<file path="config.mk">
export PLATFORM = sky130hd
export DESIGN_NAME = mdu_iter
export DESIGN_NICKNAME = d
export VERILOG_FILES = /design/src/rtl/mdu_iter.sv
export SDC_FILE = /design/constraint.sdc
export NUM_CORES = 2
export LEC_CHECK = 0
export ABC_AREA = 1
export CORE_MARGIN = 5
export CORE_UTILIZATION = 30
export CTS_CLUSTER_SIZE = 28
export DETAILED_ROUTE_END_ITERATION = 7
export DONT_BUFFER_PORTS = 1
export PLACE_DENSITY_LB_ADDON = 0.08
export SKIP_CTS_REPAIR_TIMING = 1
export SLEW_MARGIN = 20
export SYNTH_ARGS = -nofsm -noshare
export SYNTH_HDL_FRONTEND = slang
export SYNTH_SLANG_ARGS = --single-unit
</file>
<file path="constraint.sdc">
create_clock -name clk -period 9.29 [get_ports clk]
set_input_delay 0.4645 -clock clk [delete_from_list [all_inputs] [get_ports clk]]
set_output_delay 0.4645 -clock clk [all_outputs]
set_load 0.01 [all_outputs]
</file>
<file path="src/rtl/mdu_iter.sv">
// mdu_iter: iterative MIPS multiply/divide unit with committed HI/LO registers.
// Define MDU_MADD_EN to enable the MADD/MADDU/MSUB/MSUBU accumulate ops (6-9).
module mdu_iter #(
   parameter int WIDTH   = 32,
   parameter int MUL_LAT = 2
) (
   input  logic             clk,
   input  logic             rst,
   input  logic             start,
   input  logic [3:0]       op,
   input  logic [WIDTH-1:0] a,
   input  logic [WIDTH-1:0] b,
   input  logic             flush,
   output logic             busy,
   output logic             done,
   output logic             div_zero,
   output logic [WIDTH-1:0] hi,
   output logic [WIDTH-1:0] lo
);

   typedef enum logic [1:0] {S_IDLE, S_MUL, S_DIV, S_FIX} state_t;

   localparam logic [3:0] OP_MULT  = 4'd0;
   localparam logic [3:0] OP_MULTU = 4'd1;
   localparam logic [3:0] OP_DIV   = 4'd2;
   localparam logic [3:0] OP_DIVU  = 4'd3;
   localparam logic [3:0] OP_MTHI  = 4'd4;
   localparam logic [3:0] OP_MTLO  = 4'd5;
`ifdef MDU_MADD_EN
   localparam logic [3:0] OP_MADD  = 4'd6;
   localparam logic [3:0] OP_MADDU = 4'd7;
   localparam logic [3:0] OP_MSUB  = 4'd8;
   localparam logic [3:0] OP_MSUBU = 4'd9;
`endif

   localparam logic [WIDTH-1:0] CNT_ONE  = WIDTH'(1);
   localparam logic [WIDTH-1:0] MUL_LAST = WIDTH'(MUL_LAT - 1);
   localparam logic [WIDTH-1:0] DIV_LAST = WIDTH'(WIDTH - 1);

   state_t             r_state;
   logic               r_busy;
   logic               r_done;
   logic               r_divZero;
   logic [WIDTH-1:0]   r_hi;
   logic [WIDTH-1:0]   r_lo;
   logic [WIDTH-1:0]   r_cnt;
   logic [WIDTH-1:0]   r_rem;
   logic [WIDTH-1:0]   r_quo;
   logic [WIDTH-1:0]   r_divisor;
   logic [WIDTH-1:0]   r_aHold;
   logic [2*WIDTH-1:0] r_prod;
   logic               r_qNeg;
   logic               r_rNeg;
   logic               r_bZero;
`ifdef MDU_MADD_EN
   logic               r_accAdd;
   logic               r_accSub;
`endif

   logic               w_isMul;
   logic               w_mulSigned;
   logic               w_isDivS;
   logic               w_isDiv;
   logic [2*WIDTH-1:0] w_aExt;
   logic [2*WIDTH-1:0] w_bExt;
   logic [2*WIDTH-1:0] w_prod;
   logic [WIDTH-1:0]   w_absA;
   logic [WIDTH-1:0]   w_absB;
   logic [WIDTH:0]     w_trial;
   logic               w_fits;
   logic [WIDTH-1:0]   w_quoFix;
   logic [WIDTH-1:0]   w_remFix;
   logic [2*WIDTH-1:0] w_mulResult;

   // Opcode decode for the multiply family; accumulate ops share MUL timing.
   always_comb begin
      w_isMul     = 1'b0;
      w_mulSigned = 1'b0;
      case (op)
         OP_MULT: begin
            w_isMul     = 1'b1;
            w_mulSigned = 1'b1;
         end
         OP_MULTU: begin
            w_isMul = 1'b1;
         end
`ifdef MDU_MADD_EN
         OP_MADD, OP_MSUB: begin
            w_isMul     = 1'b1;
            w_mulSigned = 1'b1;
         end
         OP_MADDU, OP_MSUBU: begin
            w_isMul = 1'b1;
         end
`endif
         default: begin
            w_isMul     = 1'b0;
            w_mulSigned = 1'b0;
         end
      endcase
   end

   // Full product is formed at acceptance and held until the commit edge.
   always_comb begin
      w_isDivS = (op == OP_DIV);
      w_isDiv  = (op == OP_DIV) || (op == OP_DIVU);
      w_aExt   = w_mulSigned ? {{WIDTH{a[WIDTH-1]}}, a} : {{WIDTH{1'b0}}, a};
      w_bExt   = w_mulSigned ? {{WIDTH{b[WIDTH-1]}}, b} : {{WIDTH{1'b0}}, b};
      w_prod   = w_aExt * w_bExt;
      w_absA   = (w_isDivS && a[WIDTH-1]) ? -a : a;
      w_absB   = (w_isDivS && b[WIDTH-1]) ? -b : b;
   end

   // Restoring step: shift in the next dividend bit and try the subtraction.
   always_comb begin
      w_trial  = {r_rem, r_quo[WIDTH-1]} - {1'b0, r_divisor};
      w_fits   = ~w_trial[WIDTH];
      w_quoFix = r_qNeg ? -r_quo : r_quo;
      w_remFix = r_rNeg ? -r_rem : r_rem;
`ifdef MDU_MADD_EN
      if (r_accAdd) begin
         w_mulResult = {r_hi, r_lo} + r_prod;
      end else if (r_accSub) begin
         w_mulResult = {r_hi, r_lo} - r_prod;
      end else begin
         w_mulResult = r_prod;
      end
`else
      w_mulResult = r_prod;
`endif
   end

   // Control FSM and datapath registers; flush always wins over completion.
   always_ff @(posedge clk or posedge rst) begin
      if (rst) begin
         r_state   <= S_IDLE;
         r_busy    <= 1'b0;
         r_done    <= 1'b0;
         r_divZero <= 1'b0;
         r_hi      <= '0;
         r_lo      <= '0;
         r_cnt     <= '0;
         r_rem     <= '0;
         r_quo     <= '0;
         r_divisor <= '0;
         r_aHold   <= '0;
         r_prod    <= '0;
         r_qNeg    <= 1'b0;
         r_rNeg    <= 1'b0;
         r_bZero   <= 1'b0;
`ifdef MDU_MADD_EN
         r_accAdd  <= 1'b0;
         r_accSub  <= 1'b0;
`endif
      end else begin
         r_done    <= 1'b0;
         r_divZero <= 1'b0;
         case (r_state)
            S_IDLE: begin
               if (start && !flush) begin
                  r_cnt <= '0;
                  if (w_isMul) begin
                     r_prod  <= w_prod;
                     r_state <= S_MUL;
                     r_busy  <= 1'b1;
`ifdef MDU_MADD_EN
                     r_accAdd <= (op == OP_MADD) || (op == OP_MADDU);
                     r_accSub <= (op == OP_MSUB) || (op == OP_MSUBU);
`endif
                  end else if (w_isDiv) begin
                     r_rem     <= '0;
                     r_quo     <= w_absA;
                     r_divisor <= w_absB;
                     r_aHold   <= a;
                     r_bZero   <= (b == '0);
                     r_qNeg    <= w_isDivS && (a[WIDTH-1] ^ b[WIDTH-1]);
                     r_rNeg    <= w_isDivS && a[WIDTH-1];
                     r_state   <= S_DIV;
                     r_busy    <= 1'b1;
                  end else if (op == OP_MTHI) begin
                     r_hi   <= a;
                     r_done <= 1'b1;
                  end else if (op == OP_MTLO) begin
                     r_lo   <= a;
                     r_done <= 1'b1;
                  end
               end
            end
            S_MUL: begin
               if (flush) begin
                  r_state <= S_IDLE;
                  r_busy  <= 1'b0;
               end else if (r_cnt == MUL_LAST) begin
                  {r_hi, r_lo} <= w_mulResult;
                  r_done       <= 1'b1;
                  r_state      <= S_IDLE;
                  r_busy       <= 1'b0;
               end else begin
                  r_cnt <= r_cnt + CNT_ONE;
               end
            end
            S_DIV: begin
               if (flush) begin
                  r_state <= S_IDLE;
                  r_busy  <= 1'b0;
               end else begin
                  r_rem <= w_fits ? w_trial[WIDTH-1:0] : {r_rem[WIDTH-2:0], r_quo[WIDTH-1]};
                  r_quo <= {r_quo[WIDTH-2:0], w_fits};
                  if (r_cnt == DIV_LAST) begin
                     r_state <= S_FIX;
                  end else begin
                     r_cnt <= r_cnt + CNT_ONE;
                  end
               end
            end
            S_FIX: begin
               if (flush) begin
                  r_state <= S_IDLE;
                  r_busy  <= 1'b0;
               end else begin
                  if (r_bZero) begin
                     r_lo      <= '1;
                     r_hi      <= r_aHold;
                     r_divZero <= 1'b1;
                  end else begin
                     r_lo <= w_quoFix;
                     r_hi <= w_remFix;
                  end
                  r_done  <= 1'b1;
                  r_state <= S_IDLE;
                  r_busy  <= 1'b0;
               end
            end
            default: begin
               r_state <= S_IDLE;
               r_busy  <= 1'b0;
            end
         endcase
      end
   end

   assign busy     = r_busy;
   assign done     = r_done;
   assign div_zero = r_divZero;
   assign hi       = r_hi;
   assign lo       = r_lo;

endmodule
</file>
==> impl_metrics.env <==
export IMPL_outcome="completed"
export IMPL_timing_critical_path_arrival_ns=9.19
export IMPL_yosys_register_bits=296
export IMPL_synth_cell_area_um2=68200
export IMPL_final_period_utilization_pct=93.6
export IMPL_critical_path_most_common_cell="sky130_fd_sc_hd__fa_1"
export IMPL_synth_distinct_cells=60
export IMPL_yosys_area_share_xor_xnor_pct=1.48
export IMPL_number_of_buffers_on_the_longest_clock_path=3
export IMPL_die_h_um=487
export IMPL_complex_gate_fraction_of_the_synthesized_area_pct=7.00
export IMPL_drc_errors=0
export IMPL_fmax_ghz=0.115
export IMPL_floorplan_die_area_um2=237000
export IMPL_start_kind="input port"
export IMPL_crit_fanout=15
export IMPL_placeableCoreArea_um2=227000
export IMPL_maxCapViolCount=0
export IMPL_layout_commonest_cell="sky130_fd_sc_hd__inv_1"
export IMPL_ys_async_sr_fraction_pct=100
export IMPL_timing_max_transition_violations_final=0
export IMPL_worstSetupEndpointType="flip-flop"
export IMPL_via_count_of_the_first_global_routing_pass=60200
export IMPL_slew_headroom_pct=25.6
export IMPL_synth_simple_gate_area_share_pct=17.3
export IMPL_finalWeightedCongestion=0.918
export IMPL_finish_net_count=10500
export IMPL_yosys_area_share_adder_pct=48.3
export IMPL_clock_pin_slew_on_the_worst_setup_and_hold_paths_ns=0.06
export IMPL_global_route_usage_total_pct=23.6
export IMPL_data_required_time_of_the_worst_path_ns=9.79
export IMPL_number_of_synthesized_flops_with_an_enable_pin=0
export IMPL_setup_repair_after_global_routing_missed_its_margin="false"
export IMPL_synth_top_family_by_area="adder cells"
export IMPL_routed_via_density=4.68
export IMPL_worstSetupStartpoint="op[1]"
export IMPL_critical_path_max_stage_delay_ns=0.60
export IMPL_min_delay_worst_type="input port to flip-flop"
export IMPL_first_drt_pass_iteration_count=8
export IMPL_numPortBuffers=0
export IMPL_overflow=0
export IMPL_synthesis_to_layout_area_growth_pct=10.3
export IMPL_synthesis_area_per_instance_um2=7.94
export IMPL_grt_pass1_wl_mm=413
export IMPL_reg2regPathDepth=12
export IMPL_critical_path_endpoint="r_prod[55]"
export IMPL_initial_core_util_pct=30.0
export IMPL_cts_root_buffer_cell="sky130_fd_sc_hd__clkbuf_16"
export IMPL_io_pins=139
export IMPL_wire_per_inst_um=23.6
export IMPL_syn_nets=10400
export IMPL_std_cell_rows=175
export IMPL_tritoncts="yes"
export IMPL_dominantRegCellSynth="sky130_fd_sc_hd__dfrtp_1"
export IMPL_grt_max_degree=126
export IMPL_worst_slew_pin_transition_ns=1.12
export IMPL_initial_antenna_violation_count=6
export IMPL_setup_violations_final=0
export IMPL_cts_buffers=41
export IMPL_final_core_utilization_pct=33.1
export IMPL_worst_path_max_delay_cell="sky130_fd_sc_hd__fa_1"
export IMPL_dp_hpwl_mm=220
export IMPL_dr_total_vias=54900
export IMPL_r2r_end="hi[31]"
export IMPL_yosys_mux_area_fraction_pct=0
export IMPL_post_route_cells_drive_above_1_share_pct=7.05
export IMPL_setup_slack_on_the_worst_flop_to_flop_path_ns=4.60
export IMPL_drt_wl_total_mm=276
export IMPL_cts_num_sinks=296
export IMPL_chipWidth_um=487
export IMPL_worst_setup_path_type="input port to flip-flop"
export IMPL_critical_path_reg2reg_startpoint="r_state[1]"
export IMPL_syn_inst=8587
export IMPL_period_needed_ns=8.69
export IMPL_synth_yosys_seq_area_share_pct=10.9
export IMPL_final_cell_mix="sky130_fd_sc_hd__inv_1, sky130_fd_sc_hd__nand2_1, sky130_fd_sc_hd__fa_1"
export IMPL_final_hold_violating_endpoints=0
export IMPL_dr_first_iter_drc_count=3294
export IMPL_ant_nets=0
export IMPL_ys_warn_count=0
export IMPL_cts_max_level=2
export IMPL_finalClockSkew_ns=0.0256
export IMPL_clock_latency_reported_for_the_late_side_of_the_worst_skew_pair_ns=0.59
==> sequential cells by signal (all words and copies together), names as in the netlist <==
name,count
r_qNeg,1
r_rNeg,1
r_state,2
r_rem,32
lo,32
r_bZero,1
r_aHold,32
busy,1
div_zero,1
hi,32
r_divisor,32
r_cnt,32
r_quo,32
done,1
r_prod,64
==> cells in the mapped netlist, types with 12 or more instances <==
library cell | instances | share of area [%]
sky130_fd_sc_hd__nand4_1 | 54 | 0.50
sky130_fd_sc_hd__dfrtp_1 | 296 | 11
sky130_fd_sc_hd__o21ai_1 | 18 | 0.13
sky130_fd_sc_hd__nor3_1 | 65 | 0.48
sky130_fd_sc_hd__or2_2 | 31 | 0.28
sky130_fd_sc_hd__o31ai_1 | 18 | 0.20
sky130_fd_sc_hd__inv_1 | 2328 | 13
sky130_fd_sc_hd__xor2_1 | 73 | 0.94
sky130_fd_sc_hd__clkbuf_1 | 239 | 1.3
sky130_fd_sc_hd__buf_2 | 37 | 0.27
sky130_fd_sc_hd__xnor2_1 | 42 | 0.54
sky130_fd_sc_hd__buf_1 | 81 | 0.45
sky130_fd_sc_hd__fa_1 | 1421 | 42
sky130_fd_sc_hd__a21oi_1 | 217 | 1.6
sky130_fd_sc_hd__o21ai_0 | 333 | 2.4
sky130_fd_sc_hd__o21ai_2 | 12 | 0.15
sky130_fd_sc_hd__inv_2 | 14 | 0.077
sky130_fd_sc_hd__a2bb2oi_1 | 15 | 0.19
sky130_fd_sc_hd__nor2_1 | 426 | 2.3
sky130_fd_sc_hd__a21boi_0 | 12 | 0.13
sky130_fd_sc_hd__nand2_1 | 1924 | 11
sky130_fd_sc_hd__nor3_2 | 13 | 0.19
sky130_fd_sc_hd__o21a_1 | 15 | 0.17
sky130_fd_sc_hd__nand3b_1 | 22 | 0.24
sky130_fd_sc_hd__ha_1 | 355 | 6.5
sky130_fd_sc_hd__o211ai_1 | 45 | 0.50
sky130_fd_sc_hd__a21o_1 | 15 | 0.17
sky130_fd_sc_hd__a211oi_1 | 27 | 0.30
sky130_fd_sc_hd__a31oi_1 | 32 | 0.29
sky130_fd_sc_hd__o22ai_1 | 15 | 0.14
sky130_fd_sc_hd__nor4_1 | 26 | 0.24
sky130_fd_sc_hd__nand3_1 | 261 | 1.9
sky130_fd_sc_hd__o21bai_1 | 18 | 0.20
==> layer usage <==
layer | GRT usage (%) | vias up | routed length (µm)
met1 | 31.5 | 28100 | 122000
met2 | 40.6 | 1156 | 133000
li1 | - | 25400 | -
met5 | 0 | - | 0
met3 | 2.79 | 235 | 12900
met4 | 6.45 | 0 | 9160
==> worst min-delay path by stage <==
stage | slack [ns] | cells past startpoint | startpoint | end
6_report | 0.02 | 2 | a[4] | r_aHold[4]
5_1_grt | 0.005 | 2 | a[4] | r_aHold[4]
4_1_cts | -0.22 | 1 | rst | r_cnt[0]
3_5_place_dp | 0.43 | 1 | rst | r_cnt[0]
3_3_place_gp | 0.43 | 1 | rst | r_cnt[0]
2_1_floorplan | 0.44 | 2 | r_prod[1] | r_prod[1]
==> metrics by stage <==
step	std cells	setup TNS, ns	instance area [µm²]	setup WS, ns	hold slack (ns)
floorplan	8587	0	68200	0.123	0.442
global route	11700	0	75200	0.103	0.00476
CTS	11700	0	75100	0.591	-0.220
global placement	11700	-0.0384	73700	-0.0204	0.429
finish	11700	0	75200	0.595	0.0219
detailed placement	11700	-0.0515	73700	-0.0208	0.432
==> cells by family after synthesis <==
kind of cell	Yosys count
buffers and inverters	2715
adders and majority gates	1776
and+or+nand+nor	2861
DFF	296
xor gates and xnor gates	115
AOI/OAI and AO/OA	824
==> area by class of cell <==
cell class                 instances  area, µm²
antenna                            4       10.0
clock buffer                      53       1150
clock inverter                    21        248
fill                           24500     152000
inverter                        2345       8810
multi-input combinational       5576      50500
sequential                       296       7410
tap                             3009       3760
timing repair buffer             431       3320
==> critical path, delay by kind of cell <==
family                     cells  cell delay [ns]
and+or+nand+nor               11             1.88
adders and majority gates     11             5.10
buffers and inverters         11             1.27
AOI/OAI and AO/OA              2             0.43
Power is left out: the tool's default activity adds up to more than one toggle a clock period on the data nets, which glitch-free logic cannot reach.
